<file path="src/rtl/program_counter_pkg.sv">
// Shared definitions for the program counter and its ALU.
// Optional feature macro: ALU_FLAGS_EN (adds ALU_CARRY / ALU_OVF outputs).
package program_counter_pkg;

    localparam int DEFAULT_WIDTH = 16;
    localparam int SHAMT_W       = 4;

    // ALU operation encodings carried on ALU_OP.
    typedef enum logic [2:0] {
        ALU_ADD = 3'd0,
        ALU_SUB = 3'd1,
        ALU_AND = 3'd2,
        ALU_OR  = 3'd3,
        ALU_XOR = 3'd4,
        ALU_SLT = 3'd5,
        ALU_SLL = 3'd6,
        ALU_SRL = 3'd7
    } alu_op_e;

endpackage

</file>
<file path="src/rtl/program_counter_alu.sv">
// Combinational ALU feeding the program counter's next value.
// Optional feature macro: ALU_FLAGS_EN (carry / signed-overflow outputs).
module alu
    import program_counter_pkg::*;
#(
    parameter int WIDTH = DEFAULT_WIDTH
) (
    input  logic [WIDTH-1:0] SRCA,
    input  logic [WIDTH-1:0] SRCB,
    input  logic [2:0]       ALU_OP,
`ifdef ALU_FLAGS_EN
    output logic             ALU_CARRY,
    output logic             ALU_OVF,
`endif
    output logic [WIDTH-1:0] ALU_OUT,
    output logic             ALU_ZERO
);

    alu_op_e              op_s;
    logic [SHAMT_W-1:0]   shamt_s;
    logic [WIDTH-1:0]     result_s;

    assign op_s    = alu_op_e'(ALU_OP);
    // Shift distance only ever uses the low four bits of operand B.
    assign shamt_s = SRCB[SHAMT_W-1:0];

    // Select the result of the requested operation.
    always_comb begin
        result_s = {WIDTH{1'b0}};
        case (op_s)
            ALU_ADD: result_s = SRCA + SRCB;
            ALU_SUB: result_s = SRCA - SRCB;
            ALU_AND: result_s = SRCA & SRCB;
            ALU_OR:  result_s = SRCA | SRCB;
            ALU_XOR: result_s = SRCA ^ SRCB;
            ALU_SLT: result_s = ($signed(SRCA) < $signed(SRCB)) ?
                                {{(WIDTH-1){1'b0}}, 1'b1} : {WIDTH{1'b0}};
            ALU_SLL: result_s = SRCA << shamt_s;
            ALU_SRL: result_s = SRCA >> shamt_s;
            default: result_s = {WIDTH{1'b0}};
        endcase
    end

    assign ALU_OUT  = result_s;
    assign ALU_ZERO = (result_s == {WIDTH{1'b0}});

`ifdef ALU_FLAGS_EN
    logic [WIDTH:0] sum_s;
    logic [WIDTH:0] diff_s;

    // Extended-width add and A + ~B + 1 subtract expose carry / no-borrow.
    assign sum_s  = {1'b0, SRCA} + {1'b0, SRCB};
    assign diff_s = {1'b0, SRCA} + {1'b0, ~SRCB} + {{WIDTH{1'b0}}, 1'b1};

    // Flags are meaningful only for ADD and SUB; zero for every other op.
    always_comb begin
        ALU_CARRY = 1'b0;
        ALU_OVF   = 1'b0;
        case (op_s)
            ALU_ADD: begin
                ALU_CARRY = sum_s[WIDTH];
                ALU_OVF   = (SRCA[WIDTH-1] == SRCB[WIDTH-1]) &&
                            (sum_s[WIDTH-1] != SRCA[WIDTH-1]);
            end
            ALU_SUB: begin
                ALU_CARRY = diff_s[WIDTH];
                ALU_OVF   = (SRCA[WIDTH-1] != SRCB[WIDTH-1]) &&
                            (diff_s[WIDTH-1] != SRCA[WIDTH-1]);
            end
            default: begin
                ALU_CARRY = 1'b0;
                ALU_OVF   = 1'b0;
            end
        endcase
    end
`endif

endmodule

</file>
<file path="src/rtl/program_counter.sv">
// Program counter register loaded from the ALU result.
// Optional feature macro: ALU_FLAGS_EN (passes ALU_CARRY / ALU_OVF through).
module program_counter
    import program_counter_pkg::*;
#(
    parameter int               WIDTH        = DEFAULT_WIDTH,
    parameter logic [WIDTH-1:0] RESET_VECTOR = {WIDTH{1'b0}}
) (
    input  logic             CLOCK,
    input  logic             PC_RESET,
    input  logic             PC_EN,
    input  logic [WIDTH-1:0] SRCA,
    input  logic [WIDTH-1:0] SRCB,
    input  logic [2:0]       ALU_OP,
    output logic [WIDTH-1:0] ALU_OUT,
    output logic             ALU_ZERO,
`ifdef ALU_FLAGS_EN
    output logic             ALU_CARRY,
    output logic             ALU_OVF,
`endif
    output logic [WIDTH-1:0] PC_OUT
);

    logic [WIDTH-1:0] alu_out_s;
    logic [WIDTH-1:0] pc_d;
    logic [WIDTH-1:0] pc_q;

    alu #(
        .WIDTH (WIDTH)
    ) u_alu (
        .SRCA      (SRCA),
        .SRCB      (SRCB),
        .ALU_OP    (ALU_OP),
`ifdef ALU_FLAGS_EN
        .ALU_CARRY (ALU_CARRY),
        .ALU_OVF   (ALU_OVF),
`endif
        .ALU_OUT   (alu_out_s),
        .ALU_ZERO  (ALU_ZERO)
    );

    assign ALU_OUT = alu_out_s;

    // Next PC: take the ALU result when enabled, otherwise hold.
    always_comb begin
        pc_d = pc_q;
        if (PC_EN) begin
            pc_d = alu_out_s;
        end else begin
            pc_d = pc_q;
        end
    end

    // PC register; synchronous reset wins over any pending load.
    always_ff @(posedge CLOCK) begin
        if (PC_RESET) begin
            pc_q <= RESET_VECTOR;
        end else begin
            pc_q <= pc_d;
        end
    end

    assign PC_OUT = pc_q;

endmodule

</file>
<file path="config.mk">
export PLATFORM = sky130hd
export DESIGN_NAME = program_counter
export DESIGN_NICKNAME = d
export VERILOG_FILES = /design/src/rtl/program_counter_pkg.sv /design/src/rtl/program_counter_alu.sv /design/src/rtl/program_counter.sv
export SDC_FILE = /design/constraint.sdc
export NUM_CORES = 1
export LEC_CHECK = 0
export ABC_CLOCK_PERIOD_IN_PS = 13400
export BUFFER_PORTS_ARGS = -buffer_cell sky130_fd_sc_hd__buf_2
export CORE_MARGIN = 2
export CORE_UTILIZATION = 46
export CTS_CLUSTER_SIZE = 12
export DETAILED_ROUTE_END_ITERATION = 7
export GPL_ROUTABILITY_DRIVEN = 0
export PLACE_DENSITY_LB_ADDON = 0.08
export SLEW_MARGIN = 20
export SYNTH_ARGS = -nofsm -noshare
export SYNTH_HDL_FRONTEND = slang
export SYNTH_SLANG_ARGS = --single-unit
</file>
<file path="constraint.sdc">
create_clock -name CLOCK -period 13.4 [get_ports CLOCK]
set_input_delay 2.68 -clock CLOCK [delete_from_list [all_inputs] [get_ports CLOCK]]
set_output_delay 2.68 -clock CLOCK [all_outputs]
set_load 0.01 [all_outputs]
</file>
# Word level (Yosys, flattened, before mapping)
# Cells that the tools add are included.
# totals
regBits	16
inputBits	38
out_inout_bits	33
# op_classes
add_sub_neg	2
n_lt_le_gt_ge	1
eq_ne	7
n_shift	2
mux	2
n_bitwise	3
n_reduce_logical	2
# op_table
operator	n
16-bit one-hot mux with 8 select lines	1
16-bit adder	1
16-bit AND	1
16-bit zero test	1
16-bit < comparator	1
16-bit OR	1
16-bit by 4-bit << shifter with 16-bit output	1
16-bit by 4-bit >> shifter with 16-bit output	1
16-bit subtractor	1
16-bit XOR	1
3-bit equality test (second input constant)	4
3-bit by 2-bit equality test with 1-bit output (second input constant)	2
3-bit by 1-bit equality test with 1-bit output (second input constant)	1
3-bit zero test	1
1-bit two-way mux	1

# Logic depth before layout (Yosys ltp)
# Gate-level depths: netlist (run 1).
# depth
word_depth	4
mapped_depth	14

# Modules after synthesis
# A second synthesis (run 1) with hierarchy kept.
# unflattened
cells_unflattened	590
area_unflattened_um2	4394.2
# by_module_without_submodules
mod	instances	cells_each	area_per_inst_um2
alu	1	538	3813.7
program_counter	1	52	580.6

# Worst setup path after synthesis (run 1)
# Ideal clock, no wire load.
# synth_timing
path_kind	in2out
start	in SRCB[2]
end	out ALU_ZERO
t_arrival_ns	5.901
required_time_ns	10.720
setup_slack_ns	4.819
stages	14
n_path_buf	3
path_cell_list	inv_2 buf_1 clkbuf_1 ha_1 clkbuf_1 o21ai_1 o211ai_1 nand4_1 nand2_1 a2111oi_0 or4_1 a311oi_2 inv_2 nor4_2
# synth_between
elab_cells_between_ends	11
classes_between	2 x add/sub; 1 x order compare; 2 x shift; 2 x mux; 3 x bitwise; 1 x reduce/logical
# synth_rtl
item	line_no	text
start: declaration	program_counter.sv:13	input logic [WIDTH-1:0] SRCB,
16-bit subtractor (tied with other cells)	program_counter_alu.sv:32	ALU_SUB: result_s = SRCA - SRCB;
16-bit one-hot mux with 8 select lines *	program_counter_alu.sv:30	case (op_s)
net ALU_OUT[15]	program_counter.sv:15	output logic [WIDTH-1:0] ALU_OUT,
16-bit zero test *	program_counter_alu.sv:45	assign ALU_ZERO = (result_s == {WIDTH{1'b0}});
end: declaration	program_counter.sv:16	output logic ALU_ZERO,
# The timed path passes the listed nets; every way through them passes the cells marked *.

# Final worst setup path (run 1)
# layout_timing
start	in SRCB[1]
end	out ALU_ZERO
# layout_between
elab_chain_len	4
elab_cells_between_ends	11
classes_between	2 x add/sub; 1 x order compare; 2 x shift; 2 x mux; 3 x bitwise; 1 x reduce/logical
# layout_rtl
item	line_no	text
16-bit < comparator	program_counter_alu.sv:36	ALU_SLT: result_s = ($signed(SRCA) < $signed(SRCB)) ?
1-bit two-way mux	program_counter_alu.sv:36	
16-bit one-hot mux with 8 select lines *	program_counter_alu.sv:30	
16-bit zero test *	program_counter_alu.sv:45	
# Every way passes the cells marked *; elsewhere a longest branch is shown, timed or not.

==> results of run 1 <==
-- worst min path at each step --
stage | end | from | depth (start not counted) | slack [ns]
after floorplan | PC_OUT[10] | PC_OUT[10] | 2 | 0.50
after global placement | PC_OUT[5] | PC_OUT[5] | 2 | 0.47
after detailed placement | PC_OUT[12] | PC_OUT[12] | 2 | 0.48
after CTS | PC_OUT[12] | PC_OUT[12] | 2 | 0.49
after global routing | PC_OUT[12] | PC_OUT[12] | 2 | 0.50
final | PC_OUT[12] | PC_OUT[12] | 2 | 0.48
-- cells in the final DEF, fill, tap and decap left out, drive strengths merged, types with 9 or more instances in the layout --
master and count:
o211ai 9, mux2 13, a211oi 30, inv 56
nand2 40, buf 73, dfxtp 16, nor2 61
mux2i 29, mux4 17, nand2b 11, o21ai 26
ha 49, nor3 18, a21oi 37, nor4 10
-- per-layer routing --
layer / track usage [%] / wire length [µm]
met3: 1.831 / 910
met1: 41.27 / 6897
met5: 0 / 0
met4: 4.251 / 164
met2: 44.76 / 6811
-- cells by family (layout without fill, tap and decap cells) --
| group | Yosys count | count (layout) |
|---|---|---|
| simple gates | 192 | 192 |
| mux | 59 | 59 |
| flops | 16 | 16 |
| buf+inv | 106 | 135 |
| compound gates | 178 | 178 |
| xor+xnor | 6 | 6 |
| fa+ha+maj | 51 | 51 |
-- per-stage QoR --
stage               instances  power [mW]  hold slack, ns
CTS                       770      0.2893          0.4856
detailed placement        766      0.2466          0.4770
floorplan                 608      0.1889          0.5050
finish                    770      0.2915          0.4832
global placement          766      0.2445          0.4686
global route              770      0.3138          0.5005
-- power groups by stage --
| stage | combinational, mW | sequential (mW) | clock (mW) |
|---|---|---|---|
| 3_3_place_gp | 0.190 | 0.0547 | 0 |
| 2_1_floorplan | 0.132 | 0.0569 | 0 |
| 5_1_grt | 0.214 | 0.0543 | 0.0455 |
| 4_1_cts | 0.193 | 0.0539 | 0.0428 |
| 6_report | 0.195 | 0.0538 | 0.0422 |
| 3_5_place_dp | 0.192 | 0.0549 | 0 |
-- worst reg2reg max path, delay by kind of cell, from the launching register on --
family	cells	cell delay, ns
flip-flops	1	0.34
AO/OA/AOI/OAI	1	0.21
AND/OR/NAND/NOR	1	0.04
-- area by class of cell --
cell class              count  area (µm²)  area share [%]
inverters                  58       217.7           4.422
flip-flops and latches     16       320.3           6.506
clock buffers               4       55.05           1.118
multi-input cells         486        3791           77.00
repair buffers             73       372.9           7.573
well taps                 133       166.4           3.380
-- cells in the mapped netlist, types with 4 or more instances --
library cell,count,area share [%]
nor2_1,61,5.1
inv_1,52,4.3
ha_1,49,14
nand2_1,40,3.3
a21oi_1,37,4.1
clkbuf_1,37,3.1
a211oi_1,29,4.8
mux2i_1,28,6.2
o21ai_0,20,2.2
nor3_1,18,2.0
mux4_2,17,8.5
dfxtp_1,16,7.1
nand2b_1,11,1.5
nor4_1,9,1.2
o211ai_1,9,1.5
nand3_1,8,0.89
nor2b_1,8,1.1
mux2_1,7,1.7
o21bai_1,7,1.2
a221oi_1,6,1.2
buf_1,6,0.50
nand4_1,6,0.83
o21ai_1,6,0.66
o221ai_1,6,1.2
o22ai_1,6,0.83
xnor2_1,6,1.2
o21a_1,5,0.83
or3_1,5,0.69
and4_1,4,0.78
buf_2,4,0.44
inv_2,4,0.33
o2111ai_1,4,0.78
==> out/summary.txt, run 1 <==
Final Net Count -> 727
number of buffers added for setup after CTS -> 0
vias in the first global route -> 4275
CP endpoint kind -> output port
H-Tree Depth -> 1
status -> finished, final reports clean
first-pass GRT wire length -> 23160 µm
clock buffer count from CTS -> 3
Slew Viols, Final -> 0
skew final -> 0 ns
synthesis-stage register bit count -> 16
setup_tns -> 0 ns
WP buf/inv -> 4
Gate power share -> 67.0%
DP HPWL -> 11600 µm
Die H -> 103.1 µm
worst-path cell chain -> buf_2 > inv_1 > ha_1 > a211oi_1 > o211ai_1 > nand4_1 > a21oi_1 > or4_4 > and4_4 > a311oi_2 > inv_2 > nor4_2 > buf_2
Post-Synth Simple-Gate Area -> 21.47%
final hold vios -> 0
xor-xnor portion of the synthesized cell area -> 1.163%
FF-to-FF Start -> PC_OUT[6]
power per cell area -> 59.21 nW/µm²
Max clock buf depth -> 2
Syn Area/Cell -> 7.429 µm²
Global Route Usage Sum -> 27.71%
WP depth -> 13
TritonCTS clock tree -> done
IO Count -> 71
layout cell share with drive strength beyond 1 -> 18.05%
Seq/Total Area, Yosys -> 7.091%
Yosys cell types -> 76
placed cell area -> 4863 µm²
Seq pwr share -> 18.5%
Largest register FFs -> 16
final wirelength -> 14780 µm
Max transition margin -> 36.47%
prevailing post-synth register cell -> dfxtp_1
clk slew on worst S/H paths -> 0.07 ns
Core Util, Final -> 51.08%
Critical Path RT -> 10.72 ns
clock power share -> 14.5%
row cnt -> 36
crit-path max FO -> 28
DRT Pass-1 Iters -> 5
Core Region -> 9639 µm²
Worst Setup SP -> SRCB[1]
Setup Crit Path Kind -> primary input to output port
DRT iter0 DRCs -> 369
final setup fails -> 0
DP Worst Slack -> 4.322 ns
CP arrival -> 6.49 ns
Synth Area in Adders -> 14.46%
Worst Setup EP -> ALU_ZERO
largest family of logic cells by synthesized area -> compound AO/OA/AOI/OAI gates
Area Growth Syn to Fin -> 9.003%
vias per cell -> 6.301
hold-fix buffers at CTS -> 0
slowest stage delay, CP -> 0.49 ns
asr flop ratio synth -> 0%
Die W -> 103.1 µm
Initial Util -> 46.86%
design area -> 4923 µm²
number of flops mapped to enable cells by yosys -> 0
Mapped Cells -> 608
mux cell area share after synthesis -> 18.67%
Sw Pwr -> 0.1376 mW
largest net degree at the start of global routing -> 39
Max Clock Freq -> 109.0 MHz
Switching Fraction -> 47.22%
synth warn -> 0
delay-heaviest family, CP -> buffers and inverters
register-to-register setup slack -> 12.73 ns
Tightest Pin Transition -> 0.9530 ns
Slowest cell on crit path -> or4_4
diodes inserted -> 0
clock latency on the worst-skew pair -> 0.25 ns
CTS-repair resized insts -> 0
class of the worst hold path -> flop to flop
max cap viols -> 0
Worst R2R End -> PC_OUT[6]
startpoint types -> primary input
Port Buf Inserts -> 70
Int Power -> 0.1539 mW
Compound-Gate Fraction of Synth Area -> 28.06%
# fillers -> 1017
GRT overflow -> 0
WL/cell -> 19.20 µm
Final ANT Viol Nets -> 0
crit path time final -> 9.171 ns
RSZ-0062 raised after global routing -> no
Post-Syn Area -> 4517 µm²
DRC -> 0
post-synth net total -> 697
Root Driver -> clkbuf_8
final period utilization -> 68.44%
fin worst setup slack -> 4.229 ns
initial antenna violation count -> 0
Worst R2R Path Depth -> 2
via count -> 4852
VDD IR max -> 35.56 µV
die outline area -> 10630 µm²
total leakage power -> 2.186 nW
most used cell, CP -> buf_2
Num Clock Sinks -> 16
Power figures use the tool's default switching activity.
==> run 2, diff against run 1 <==
--- a/config.mk
+++ b/config.mk
@@ -5,7 +5,8 @@
 export SDC_FILE = /design/constraint.sdc
 export NUM_CORES = 1
 export LEC_CHECK = 0
-export ABC_CLOCK_PERIOD_IN_PS = 13400
+export ABC_AREA = 1
+export ABC_CLOCK_PERIOD_IN_PS = 7950
 export BUFFER_PORTS_ARGS = -buffer_cell sky130_fd_sc_hd__buf_2
 export CORE_MARGIN = 2
 export CORE_UTILIZATION = 46
==> constraint.sdc (replaced) <==
create_clock -name CLOCK -period 7.95 [get_ports CLOCK]
set_input_delay 1.59 -clock CLOCK [delete_from_list [all_inputs] [get_ports CLOCK]]
set_output_delay 1.59 -clock CLOCK [all_outputs]
set_load 0.01 [all_outputs]
==> run 2 against run 1 <==
Effect of this change: sequential share of layout area fell by 0.35 points; synthesized cell count increased by 53%; global-route usage up 2.6 points; largest cell class unchanged; core utilization fell by 0.24 points; worst setup slack worse by 2.4 ns; die area up 6.5%; clock power increased by 73%; via count rose by 24%; final cell count up 43%; worst hold slack got worse by 0.0018 ns; combinational power grew 73%; highest routed layer unchanged.
==> out/summary.txt, run 2 <==
status -> finished, final reports clean (unchanged)
diodes inserted -> 0 (unchanged)
power per cell area -> 96.20 nW/µm² (was 59.21 nW/µm²)
Post-Syn Area -> 4821 µm² (was 4517 µm²)
placed cell area -> 5146 µm² (was 4863 µm²)
number of buffers added for setup after CTS -> 0 (unchanged)
IO Count -> 71 (unchanged)
clock buffer count from CTS -> 3 (unchanged)
die outline area -> 11310 µm² (was 10630 µm²)
prevailing post-synth register cell -> dfxtp_1 (unchanged)
Root Driver -> clkbuf_8 (unchanged)
Slew Viols, Final -> 0 (unchanged)
DRT Pass-1 Iters -> 6 (was 5)
Post-Synth Simple-Gate Area -> 54.24% (was 21.47%)
asr flop ratio synth -> 0% (unchanged)
class of the worst hold path -> flop to flop (unchanged)
most frequent cells in the layout -> nand2_1, nand3_1, inv_1 (was buf_2, nor2_1, inv_1)
Final Net Count -> 1058 (was 727)
largest cells by area after synthesis -> nand2_1, nand3_1, ha_1, inv_1, nor2_1 (was ha_1, mux4_2, dfxtp_1, mux2i_1, nor2_1)
Initial Util -> 47.12% (was 46.86%)
worst-path cell chain -> buf_2 > inv_2 > ha_1 > nor2_1 > nand2_1 > nand2_1 > nand2_1 > nand2_1 > nand3_1 > nand2_1 > nand2_1 > nand3_1 > nand3_1 > nor2_1 > nand3_1 > nor2_1 > buf_2 (was buf_2 > inv_1 > ha_1 > a211oi_1 > o211ai_1 > nand4_1 > a21oi_1 > or4_4 > and4_4 > a311oi_2 > inv_2 > nor4_2 > buf_2)
DRC -> 0 (unchanged)
final period utilization -> 76.63%
Core Region -> 10230 µm² (was 9639 µm²)
Core Util, Final -> 50.84% (was 51.08%)
Die H -> 106.4 µm (was 103.1 µm)
most common cell after layout, fill and taps aside -> nand2_1 (was buf_2)
Global Route Usage Sum -> 30.34% (was 27.71%)
synthesis-stage register bit count -> 16 (unchanged)
WP buf/inv -> 3 (was 4)
skew final -> 0 ns (unchanged)
final wirelength -> 17140 µm (was 14780 µm)
Seq/Total Area, Yosys -> 6.644% (was 7.091%)
post-synth net total -> 1019 (was 697)
layout cell share with drive strength beyond 1 -> 10.95% (was 18.05%)
xor-xnor portion of the synthesized cell area -> 0.1817% (was 1.163%)
delay-heaviest family, CP -> simple AND/OR/NAND/NOR gates (was buffers and inverters)
Max clock buf depth -> 2 (unchanged)
final setup fails -> 0 (unchanged)
synth warn -> 0 (unchanged)
count leader, synth -> nand2_1 (was nor2_1)
via count -> 5993 (was 4852)
Syn Area/Cell -> 5.184 µm² (was 7.429 µm²)
register-to-register setup slack -> 7.29 ns (was 12.73 ns)
Yosys cell types -> 36 (was 76)
Num Clock Sinks -> 16 (unchanged)
Max transition margin -> 41.42% (was 36.47%)
Setup Crit Path Kind -> primary input to output port (unchanged)
Max Clock Freq -> 164.1 MHz
area leader, netlist -> nand2_1 (was ha_1)
Critical Path RT -> 6.36 ns (was 10.72 ns)
VDD IR max -> 59.89 µV (was 35.56 µV)
startpoint types -> primary input (unchanged)
row cnt -> 37 (was 36)
max cap viols -> 0 (unchanged)
GRT overflow -> 0 (unchanged)
design area -> 5201 µm² (was 4923 µm²)
largest family of logic cells by synthesized area -> simple AND/OR/NAND/NOR gates (was compound AO/OA/AOI/OAI gates)
final hold vios -> 0 (unchanged)
crit-path max FO -> 36 (was 28)
mux cell area share after synthesis -> 0% (was 18.67%)
Port Buf Inserts -> 70 (unchanged)
largest net degree at the start of global routing -> 37 (was 39)
number of flops mapped to enable cells by yosys -> 0 (unchanged)
Slowest cell on crit path -> buf_2 (was or4_4)
DP Cell Count -> 1100 (was 766)
DRT iter0 DRCs -> 590 (was 369)
WL/cell -> 15.52 µm (was 19.20 µm)
H-Tree Depth -> 1 (unchanged)
most used cell, CP -> nand2_1 (was buf_2)
CP arrival -> 4.50 ns (was 6.49 ns)
Die W -> 106.4 µm (was 103.1 µm)
Compound-Gate Fraction of Synth Area -> 11.11% (was 28.06%)
Commonest cells post-synth -> nand2_1, nand3_1, inv_1, nor2_1, ha_1 (was nor2_1, inv_1, ha_1, nand2_1)
initial antenna violation count -> 0 (unchanged)
hold-fix buffers at CTS -> 0 (unchanged)
Synth top area share -> 21.57% (was 13.57%)
slowest stage delay, CP -> 0.48 ns (was 0.49 ns)
Final ANT Viol Nets -> 0 (unchanged)
first-pass GRT wire length -> 27470 µm (was 23160 µm)
Tightest Pin Transition -> 0.8755 ns (was 0.9530 ns)
total leakage power -> 2.992 nW (was 2.186 nW)
vias in the first global route -> 5316 (was 4275)
RSZ-0062 raised after global routing -> no (unchanged)
CTS-repair resized insts -> 0 (unchanged)
clock latency on the worst-skew pair -> 0.25 ns (about the same)
vias per cell -> 5.428 (was 6.301)
Synth Area in Adders -> 13.55% (was 14.46%)
Largest register FFs -> 16 (unchanged)
DP HPWL -> 14100 µm (was 11600 µm)
Area Growth Syn to Fin -> 7.890% (was 9.003%)
setup_tns -> 0 ns (unchanged)
CP endpoint kind -> output port (unchanged)
clk slew on worst S/H paths -> 0.06 ns (was 0.07 ns)
crit path time final -> 6.092 ns
TritonCTS clock tree -> done (unchanged)
Mapped Cells -> 930 (was 608)
Final Non-Filler Cells -> 1104 (was 770)
==> run 2: changes by cell type after synthesis, moves of 9 or more <==
cell / change
o21ai_0: +17
nand2_1: +237
buf_2: +19
nor2_1: +52
a211oi_1: -29
nand2b_1: -11
clkbuf_1: -30
a21oi_1: +9
mux4_2: -17
nand3_1: +145
nor4_1: -9
inv_1: +67
mux2i_1: -28
==> run 2: final cells by class <==
type / count / area [µm²]
multi-input cells: 751 / 3819
repair buffers: 72 / 365.4
well taps: 136 / 170.2
clock buffers: 4 / 55.05
fillers: 1149 / 5030
inverters: 125 / 471.7
flip-flops and latches: 16 / 320.3
==> run 2: kinds of logic after synthesis <==
group | count (synthesis)
adder cells (fa/ha/maj) | 51
buffers and inverters | 163
AND/OR/NAND/NOR | 598
AO/OA/AOI/OAI | 101
XOR/XNOR | 1
flip-flops | 16
==> run 2: worst reg2reg max path, stage by stage (launching register included) <==
cell     delay, ns
dfxtp_1       0.31
nor2_1        0.09
nor2_1        0.05
o21ai_0       0.06
inv_1         0.05
==> run 2: where the power goes <==
| part | switching (mW) | internal (mW) | total (mW) |
|---|---|---|---|
| Combinational | 0.233 | 0.105 | 0.338 |
| Clock | 0.0288 | 0.0440 | 0.0728 |
| Sequential | 0.00293 | 0.0870 | 0.0899 |
==> run 2: layer usage <==
layer  up-vias  wire (µm)  track usage [%]
li1       3044          -                -
met1      2608       7837            43.88
met2       306       7332            47.57
met3        35       1436            3.495
met4         0        531            7.707
met5         -          0                0
==> run 2: stage by stage <==
stage | power [mW] | hold slack (ns) | setup slack, ns
6_report | 0.5003 | 0.4813 | 1.858
5_1_grt | 0.5441 | 0.5180 | 1.595
4_1_cts | 0.4941 | 0.4839 | 1.938
3_5_place_dp | 0.4208 | 0.4686 | 1.933
3_3_place_gp | 0.4215 | 0.4625 | 1.963
2_1_floorplan | 0.3201 | 0.5160 | 2.727
==> run 2: worst paths after layout <==
kind	start	end	cells past startpoint
worst max-delay path	SRCB[1]	ALU_ZERO	17
worst min-delay path	PC_OUT[5]	PC_OUT[5]	2
worst max register to register	PC_OUT[15]	PC_OUT[15]	4
worst min register to register	PC_OUT[5]	PC_OUT[5]	2
